--- src/rtl/mmio_bridge.sv ---
// Data-memory bridge: forwards CPU loads/stores to RAM and decodes an MMIO window
// at/above MMIO_BASE (debounced buttons, press flags, accel snapshot, tick, output regs).
module mmio_bridge #(
  parameter int unsigned            ADDR_WIDTH      = 12,
  parameter int unsigned            DATA_WIDTH      = 32,
  parameter logic [ADDR_WIDTH-1:0]  MMIO_BASE       = 12'hF00,
  parameter int unsigned            NUM_IN          = 4,
  parameter int unsigned            DEBOUNCE_CYCLES = 500000,
  parameter int unsigned            NUM_OUT         = 4
) (
  input  logic                          clock,
  input  logic                          reset,
  input  logic [ADDR_WIDTH-1:0]         cpu_addr,
  input  logic                          cpu_wren,
  input  logic [DATA_WIDTH-1:0]         cpu_wdata,
  output logic [DATA_WIDTH-1:0]         cpu_rdata,
  output logic [ADDR_WIDTH-1:0]         ram_addr,
  output logic                          ram_wren,
  output logic [DATA_WIDTH-1:0]         ram_wdata,
  input  logic [DATA_WIDTH-1:0]         ram_rdata,
  input  logic [NUM_IN-1:0]             btn_raw,
  input  logic [8:0]                    accel_x,
  input  logic [8:0]                    accel_y,
  output logic [NUM_IN-1:0]             btn_level,
  output logic [NUM_OUT*DATA_WIDTH-1:0] out_regs
);

  localparam int unsigned           CNT_W     = $clog2(DEBOUNCE_CYCLES);
  localparam logic [CNT_W-1:0]      CNT_LAST  = CNT_W'(DEBOUNCE_CYCLES - 1);
  localparam logic [ADDR_WIDTH-1:0] OFF_LEVEL = ADDR_WIDTH'(0);
  localparam logic [ADDR_WIDTH-1:0] OFF_PRESS = ADDR_WIDTH'(1);
  localparam logic [ADDR_WIDTH-1:0] OFF_ACCEL = ADDR_WIDTH'(2);
  localparam logic [ADDR_WIDTH-1:0] OFF_TICK  = ADDR_WIDTH'(3);
  localparam int unsigned           OFF_OUT0  = 4;

  logic                  is_mmio;
  logic [ADDR_WIDTH-1:0] off;
  logic                  mmio_wr;
  logic                  mmio_rd;

  logic                  sel_q;
  logic [DATA_WIDTH-1:0] mmio_q;
  logic [DATA_WIDTH-1:0] mmio_rdata;

  logic [NUM_IN-1:0]     sync1;
  logic [NUM_IN-1:0]     sync2;
  logic [NUM_IN-1:0]     level;
  logic [CNT_W-1:0]      cnt [NUM_IN];
  logic [NUM_IN-1:0]     rise;
  logic [NUM_IN-1:0]     press;
  logic [NUM_IN-1:0]     press_clr;

  logic [17:0]           snap;
  logic [31:0]           tick;
  logic [DATA_WIDTH-1:0] out_q [NUM_OUT];

  assign is_mmio   = (cpu_addr >= MMIO_BASE);
  assign off       = cpu_addr - MMIO_BASE;
  assign mmio_wr   = cpu_wren & is_mmio;
  assign mmio_rd   = ~cpu_wren & is_mmio;

  assign ram_addr  = cpu_addr;
  assign ram_wdata = cpu_wdata;
  assign ram_wren  = cpu_wren & ~is_mmio;

  assign btn_level = level;
  assign cpu_rdata = reset ? '0 : (sel_q ? mmio_q : ram_rdata);

  always_ff @(posedge clock) begin
    if (reset) begin
      sync1 <= '0;
      sync2 <= '0;
      level <= '0;
      for (int unsigned i = 0; i < NUM_IN; i++) cnt[i] <= '0;
    end else begin
      sync1 <= btn_raw;
      sync2 <= sync1;
      for (int unsigned i = 0; i < NUM_IN; i++) begin
        if (sync2[i] == level[i]) begin
          cnt[i] <= '0;
        end else if (cnt[i] == CNT_LAST) begin
          cnt[i]   <= '0;
          level[i] <= ~level[i];
        end else begin
          cnt[i] <= cnt[i] + CNT_W'(1);
        end
      end
    end
  end

  // Rising edge is known one cycle early: it is the cycle the counter expires on a 1.
  always_comb begin
    rise = '0;
    for (int unsigned i = 0; i < NUM_IN; i++)
      rise[i] = sync2[i] & ~level[i] & (cnt[i] == CNT_LAST);
  end

  always_comb begin
    press_clr = '0;
    if (mmio_wr && off == OFF_PRESS)      press_clr = cpu_wdata[NUM_IN-1:0];
    else if (mmio_rd && off == OFF_PRESS) press_clr = '1;
  end

  always_ff @(posedge clock) begin
    if (reset) begin
      press <= '0;
      snap  <= '0;
      tick  <= '0;
      for (int unsigned k = 0; k < NUM_OUT; k++) out_q[k] <= '0;
    end else begin
      press <= (press & ~press_clr) | rise;
      // Snapshot holds only while it is being read so the read sees last cycle's sample.
      if (!(mmio_rd && off == OFF_ACCEL)) snap <= {accel_y, accel_x};
      if (mmio_wr && off == OFF_TICK) tick <= 32'(cpu_wdata);
      else                            tick <= tick + 32'd1;
      for (int unsigned k = 0; k < NUM_OUT; k++)
        if (mmio_wr && off == ADDR_WIDTH'(OFF_OUT0 + k)) out_q[k] <= cpu_wdata;
    end
  end

  always_comb begin
    mmio_rdata = '0;
    case (off)
      OFF_LEVEL: mmio_rdata = DATA_WIDTH'(level);
      OFF_PRESS: mmio_rdata = DATA_WIDTH'(press);
      OFF_ACCEL: mmio_rdata = DATA_WIDTH'(snap);
      OFF_TICK:  mmio_rdata = DATA_WIDTH'(tick);
      default: begin
        for (int unsigned k = 0; k < NUM_OUT; k++)
          if (off == ADDR_WIDTH'(OFF_OUT0 + k)) mmio_rdata = out_q[k];
      end
    endcase
  end

  always_ff @(posedge clock) begin
    if (reset) begin
      sel_q  <= 1'b0;
      mmio_q <= '0;
    end else begin
      sel_q  <= is_mmio;
      mmio_q <= is_mmio ? mmio_rdata : '0;
    end
  end

  always_comb begin
    out_regs = '0;
    for (int unsigned k = 0; k < NUM_OUT; k++)
      out_regs[k*DATA_WIDTH +: DATA_WIDTH] = out_q[k];
  end

endmodule

--- config.mk ---
export PLATFORM = sky130hd
export DESIGN_NAME = mmio_bridge
export DESIGN_NICKNAME = d
export VERILOG_FILES = /design/src/rtl/mmio_bridge.sv
export SDC_FILE = /design/constraint.sdc
export NUM_CORES = 1
export LEC_CHECK = 0
export ABC_AREA = 1
export BUFFER_PORTS_ARGS = -buffer_cell sky130_fd_sc_hd__buf_2
export CORE_UTILIZATION = 40
export CTS_CLUSTER_SIZE = 14
export DETAILED_ROUTE_END_ITERATION = 8
export GPL_TIMING_DRIVEN = 0
export PLACE_DENSITY_LB_ADDON = 0.05
export SETUP_SLACK_MARGIN = 0.3
export SLEW_MARGIN = 40
export SYNTH_ARGS = -nofsm -noshare
export SYNTH_HDL_FRONTEND = slang
export SYNTH_SLANG_ARGS = --single-unit
--- constraint.sdc ---
create_clock -name clock -period 4.7 [get_ports clock]
set_input_delay 0 -clock clock [delete_from_list [all_inputs] [get_ports clock]]
set_output_delay 0 -clock clock [all_outputs]
set_load 0.05 [all_outputs]
==> results of run 1 <==
worst paths after layout:
check               from             to  slack, ns
max                reset  cpu_rdata[16]       2.01
min          cpu_addr[1]      mmio_q[0]       0.06
max reg2reg   cnt[1][11]     cnt[1][16]       2.11
min reg2reg     sync1[2]       sync2[2]       0.41
cells in the final DEF (no fill, tap or decap), types with 7 or more instances in the layout:
| cell type | count |
|---|---|
| nor2_1 | 446 |
| buf_2 | 343 |
| nand2_1 | 316 |
| inv_1 | 258 |
| edfxtp_1 | 204 |
| dfxtp_1 | 99 |
| nand3_1 | 91 |
| conb_1 | 76 |
| a21oi_1 | 69 |
| o21ai_0 | 64 |
| dlygate4sd3_1 | 57 |
| buf_4 | 46 |
| clkbuf_1 | 38 |
| nor3_1 | 37 |
| clkbuf_16 | 37 |
| o211ai_1 | 34 |
| nand4_1 | 27 |
| xor2_1 | 24 |
| a211oi_1 | 18 |
| o2111ai_1 | 14 |
| xnor2_1 | 12 |
| or2_2 | 11 |
| ha_1 | 9 |
| o22ai_1 | 8 |
| clkbuf_8 | 8 |
| a31oi_1 | 7 |
cells by family (layout without fill, tap and decap cells):
logic type,count (synthesis),in the layout,share of synthesized area [%]
other,1,76,0.02388
buffers and inverters,381,815,10.55
xor gates and xnor gates,36,36,2.008
and+or+nand+nor,971,971,26.22
DFF,303,303,51.63
adders and majority gates,9,9,0.7171
AOI/OAI and AO/OA,229,229,8.845
flip-flops by register name, indices dropped and copies added, names as in the netlist:
register,cells
snap,18
sync2,4
press,4
btn_level,4
mmio_q,32
cnt,76
out_q,128
sync1,4
sel_q,1
tick,32
critical path, stage by stage:
cell	delay, ns
dlygate4sd3_1	0.53
buf_2	0.16
inv_1	0.07
buf_2	0.31
clkbuf_1	0.53
clkbuf_1	0.39
o21ai_0	0.15
nor2_1	0.21
buf_2	0.31
power breakdown:
part / switching, uW / internal [uW] / total, uW / leakage (uW)
Clock: 1140 / 1690 / 2830 / 0.000590
Combinational: 615 / 205 / 820 / 0.00558
Sequential: 76.9 / 2940 / 3020 / 0.00280
timing repair:
item                                    CTS  global route
setup buffers                             0             0
endpoints found under the setup margin    0             0
hold buffers                             57             0
endpoints found under the hold margin   185             0
routing by layer:
metal | vias to the layer above | track usage (%) | share of wire, %
li1 | 7153 | - | -
met1 | 6986 | 38.15 | 45
met2 | 543 | 44.89 | 46
met3 | 73 | 3.824 | 6.2
met4 | 0 | 8.214 | 2.4
met5 | - | 0 | 0
per-stage QoR:
| stage | power, uW | worst slack (ns) | util [%] | hold slack [ns] | TNS (ns) |
|---|---|---|---|---|---|
| 2_1_floorplan | 3588 | 1.121 | - | 0.08392 | 0 |
| 6_report | 6669 | 2.013 | 51.84 | 0.05518 | 0 |
| 5_1_grt | 6868 | 1.876 | 51.84 | 0.1004 | 0 |
| 3_3_place_gp | 3844 | -1.412 | 47.00 | 0.2044 | -83.17 |
| 3_5_place_dp | 3853 | 2.045 | 47.27 | 0.2187 | 0 |
| 4_1_cts | 6711 | 2.031 | 51.84 | 0.01243 | 0 |
layout make-up:
cell class	instances	area (sq um)	share of cell area, %
Tap cell	518	648.1	3.235
Buffer	117	666.9	3.329
Inverter	264	991.0	4.947
Clock inverter	12	118.9	0.5933
Clock buffer	54	1074	5.359
Timing Repair Buffer	368	2170	10.83
Multi-Input combinational cell	1321	6257	31.23
Sequential cell	303	8108	40.47
==> results_dict.tcl, run 1 <==
set metrics [dict create \
    clock_sinks 303 \
    cp_max_fo 10 \
    syn2layout_area_growth_pct 27.58 \
    clk_latency_ns 0.55 \
    cts.reportedPaths.clkPinSlew_ns 0.05 \
    rsz0062_at_grt "no" \
    period_share_pct 57.17 \
    postSynthAreaPerCell_sq_um 8.136 \
    design_area_sq_mm 0.02003 \
    async_flop_share_pct 0 \
    critPathKind "in -> out" \
    dieArea_sq_mm 0.04005 \
    hpwl_mm 43.10 \
    io_buffers 306 \
    die_x_um 200.1 \
    slew_headroom_pct 44.24 \
    placed_area_sq_mm 0.01827 \
    die_h_um 200.1 \
    gp_congestion 0.9258 \
    nNetsFinal 2522 \
    grt_pass1_wl_mm 84.35 \
    seq_area_frac_synth_pct 51.63 \
    cts-root-buf "clkbuf_16" \
    io_pins 310 \
    antenna_found_initial 0 \
    routed-via-count 14760 \
    htreeDepth 2 \
    final-setup-viol-count 0 \
    core_sq_mm 0.03865 \
    yosysTopAreaCellShare_pct 39.01 \
    layout-drive-gt1-share_pct 20.34 \
    status "complete, no violations" \
    drtIter0Drc 1217 \
    synthesis.area_sq_mm 0.01570 \
    antenna_left 0 \
    hold_depth 5 \
    fin_crit_ns 2.687 \
    synth_edf_count 204 \
    cts_buffers 37 \
    synth.largest_area_cell "edfxtp_1" \
    vdd_drop_max_mv 0.2699 \
    dr.pass1.iters 5 \
    track_usage_pct 27.60 \
    dp_cells 2834 \
    cp.arrival_ns 2.69 \
    synth_area_leaders "edfxtp_1 (39%), dfxtp_1 (13%), nor2_1 (11%), nand2_1 (7.6%), inv_1 (6.2%)" \
    synth_flop_cell "edfxtp_1" \
    fin_cells 2957 \
    rows 72 \
    yosys-top-cells-count "nor2_1 (446), nand2_1 (318), inv_1 (258)" \
    p_per_area_mw_per_mm2 332.9 \
    diodes 0 \
    wire_per_inst_um 18.84 \
    via_per_inst 4.990 \
    clock_path_buffers 3 \
    yosys.cell_types.count 48 \
    cp-start-kind "primary input" \
    grt_pass1_vias 14240 \
    hold_violations 0 \
    fill_cells 3819 \
    slew_viol_final 0 \
    route.detailed.drc 0 \
    postCtsResizedCells 0 \
    crit_path_end_kind "output port" \
    initial_core_util_pct 40.63 \
    reg2reg_depth 7 \
    drt-total-wl_mm 55.71 \
    syn_inst 1930 \
    drv_cap 0 \
    grt-ovfl-total 0 \
    cp.required_ns 4.70 \
    synth-seq-cells 303 \
    ys.warnings.count 0 \
    skew_ns 0.02304 \
    power.leakage_uw 0.008978 \
    tightest_slew_ns 0.8287 \
    grt_max_degree 33 \
    cts_tree "done" \
    synth_most_common_cell "nor2_1" \
    min_path_type "in -> reg" \
    fmax_mhz 372.2 \
]
(Power assumes the default switching activity.)
==> run 2, diff against run 1 <==
ABC_AREA = 0   (was 1)
clock period = 2.5 ns   (was 4.7 ns; I/O delays follow)
==> results_dict.tcl, run 2 <==
set metrics [dict create \
    status "complete, no violations" \
    switching_power_uw 3329 \
    critPathMaxStageDelay_ns 0.67 \
    ys.warnings.count 0 \
    cpMaxStageDelayCell "a31o_4" \
    hold_violations 0 \
    synth_flop_cell "edfxtp_1" \
    pre_cts_slack_ns -0.1395 \
    hpwl_mm 31.38 \
    clkPwrFrac_pct 43.0 \
    yosys-top-cells-count "edfxtp_1 (204), nor2_1 (165), and2_1 (132)" \
    swShare_pct 26.29 \
    final_common_cell "buf_2" \
    synth-simple-area-share_pct 20.45 \
    drt-total-wl_mm 42.93 \
    comb_power_share_pct 12.2 \
    clock_path_buffers 3 \
    synth.largest_area_cell "edfxtp_1" \
    yosys.cell_types.count 51 \
    period_share_pct 84.26 \
    layout-drive-gt1-share_pct 29.18 \
    synth_top_family_by_area "simple AND/OR/NAND/NOR gates" \
    design_area_sq_mm 0.01905 \
    syn2layout_area_growth_pct 29.22 \
    placed_area_sq_mm 0.01718 \
    initial_core_util_pct 41.05 \
    via_per_inst 4.943 \
    die_h_um 194.0 \
    antenna_found_initial 3 \
    dieArea_sq_mm 0.03763 \
    muxShareOfSynthArea_pct 8.690 \
    grt_pass1_vias 11240 \
    crit_path_end_kind "flop" \
    p_int_uw 9337 \
    reg.largest.list "out_q: 128 flops, cnt: 76 flops" \
    cp_cell_sequence "buf_2, buf_2, buf_2, clkbuf_1, a31o_4" \
    clock_sinks 303 \
    mostFrequentLayoutCells "buf_2 (324), edfxtp_1 (204), nor2_1 (165)" \
    cp.required_ns 2.64 \
    slew_headroom_pct 44.93 \
    io_pins 310 \
    fmax_mhz 474.7 \
    io_buffers 308 \
    wire_per_inst_um 18.99 \
    vdd_drop_max_mv 0.3943 \
    dp_cells 2133 \
    grt_pass1_wl_mm 65.25 \
    core_sq_mm 0.03591 \
    track_usage_pct 22.69 \
    synth_edf_count 204 \
    htreeDepth 2 \
    top_register "out_q" \
    cts_tree "done" \
    cp_max_fo 32 \
    gp_congestion 0.8127 \
    drtIter0Drc 510 \
    rows 69 \
    synth-compound-area-share_pct 4.388 \
    cts-root-buf "clkbuf_16" \
    seq_area_frac_synth_pct 54.99 \
    syn_inst 1289 \
    tightest_slew_ns 0.8197 \
    dr.pass1.iters 5 \
    setup_ws_ns 0.3936 \
    final-setup-viol-count 0 \
    synth_area_leaders "edfxtp_1 (42%), dfxtp_1 (13%), and2_1 (5.6%), mux4_2 (5.5%), nor2_1 (4.2%)" \
    routed-via-count 11180 \
    fin_crit_ns 2.106 \
    synth-seq-cells 303 \
    cts.reportedPaths.clkPinSlew_ns 0.06 \
    cts_buffers 37 \
    fin_cells 2261 \
    critPathKind "in -> reg" \
    clk_latency_ns 0.51 \
    synth-adder-area-share_pct 0.7638 \
    die_x_um 194.0 \
    synth_most_common_cell "edfxtp_1" \
    route.detailed.drc 0 \
    min_path_type "in -> reg" \
    grt-ovfl-total 0 \
    cp-start-kind "primary input" \
    slew_viol_final 0 \
    cp.arrival_ns 2.24 \
    yosysTopAreaCellShare_pct 41.55 \
    nNetsFinal 1880 \
    seqPwrFrac_pct 44.8 \
    drv_cap 0 \
    postSynthAreaPerCell_sq_um 11.44 \
    power.leakage_uw 0.007568 \
    synthesis.area_sq_mm 0.01474 \
    synth-xor-area-share_pct 5.822 \
    grt_max_degree 33 \
    skew_ns 0.01358 \
    async_flop_share_pct 0 \
    cp_common_cell "buf_2" \
    largest_reg_flops 128 \
    final_util_pct 53.04 \
    rsz0062_at_grt "no" \
    antenna_left 0 \
    p_per_area_mw_per_mm2 664.9 \
]
-- run 2: stage by stage --
stage	power [uW]	setup TNS [ns]	hold WS [ns]
after floorplan	6790	0	0.1282
after global placement	7252	-81.64	0.2418
after detailed placement	7262	-9.348	0.2461
after CTS	12770	0	0.0007766
after global routing	13070	0	0.02548
final	12670	0	0.01735
-- run 2: final timing paths --
| kind | start | end | slack [ns] | cells past startpoint |
|---|---|---|---|---|
| worst max-delay path | cpu_addr[0] | out_q[3][25] | 0.39 | 5 |
| worst min-delay path | cpu_addr[8] | sel_q | 0.02 | 3 |
| worst max register to register | cnt[1][0] | cnt[1][13] | 0.47 | 8 |
| worst min register to register | sync1[3] | sync2[3] | 0.44 | 1 |
-- run 2: power by group through the flow --
stage | sequential [uW] | clock [uW] | combinational (uW)
2_1_floorplan | 6130 | 0 | 662
3_3_place_gp | 5780 | 0 | 1470
3_5_place_dp | 5780 | 0 | 1480
4_1_cts | 5670 | 5540 | 1560
5_1_grt | 5690 | 5740 | 1640
6_report | 5670 | 5440 | 1550
-- run 2: routing by layer --
metal	part of all wire [%]	GRT usage, %	vias to the layer above
met5	0	0	-
met2	49	38.70	269
met3	4.9	4.088	61
met4	2.7	7.701	0
li1	-	-	5432
met1	44	28.99	5414
-- run 2: cell type report --
type,count,area (sq um)
antenna,4,10.01
buffer,112,676.9
clock buffer,49,1075
clock inverter,16,162.7
fill,3325,16860
inverter,16,60.06
multi-input combinational,933,6260
sequential,303,8108
tap,461,576.8
timing repair buffer,367,2122
-- run 2: cell families (layout without fill, tap and decap cells) --
logic type / Yosys count / in the layout
buffers and inverters: 128 / 560
and+or+nand+nor: 573 / 573
muxes: 83 / 83
AOI/OAI and AO/OA: 94 / 94
adders and majority gates: 9 / 9
DFF: 303 / 303
other: 1 / 80
xor gates and xnor gates: 98 / 98
-- run 2: repair_timing --
item	in CTS	in global routing
pin swaps	0	2
hold buffers	55	0
hold endpoints to repair	183	0
resized for setup	14	15
endpoints found under the setup margin	70	56
setup buffers	0	4
-- run 2: critical path: cells and delay by family --
kind	cells	cell delay, ns
buf+inv	4	1.54
compound gates	1	0.67
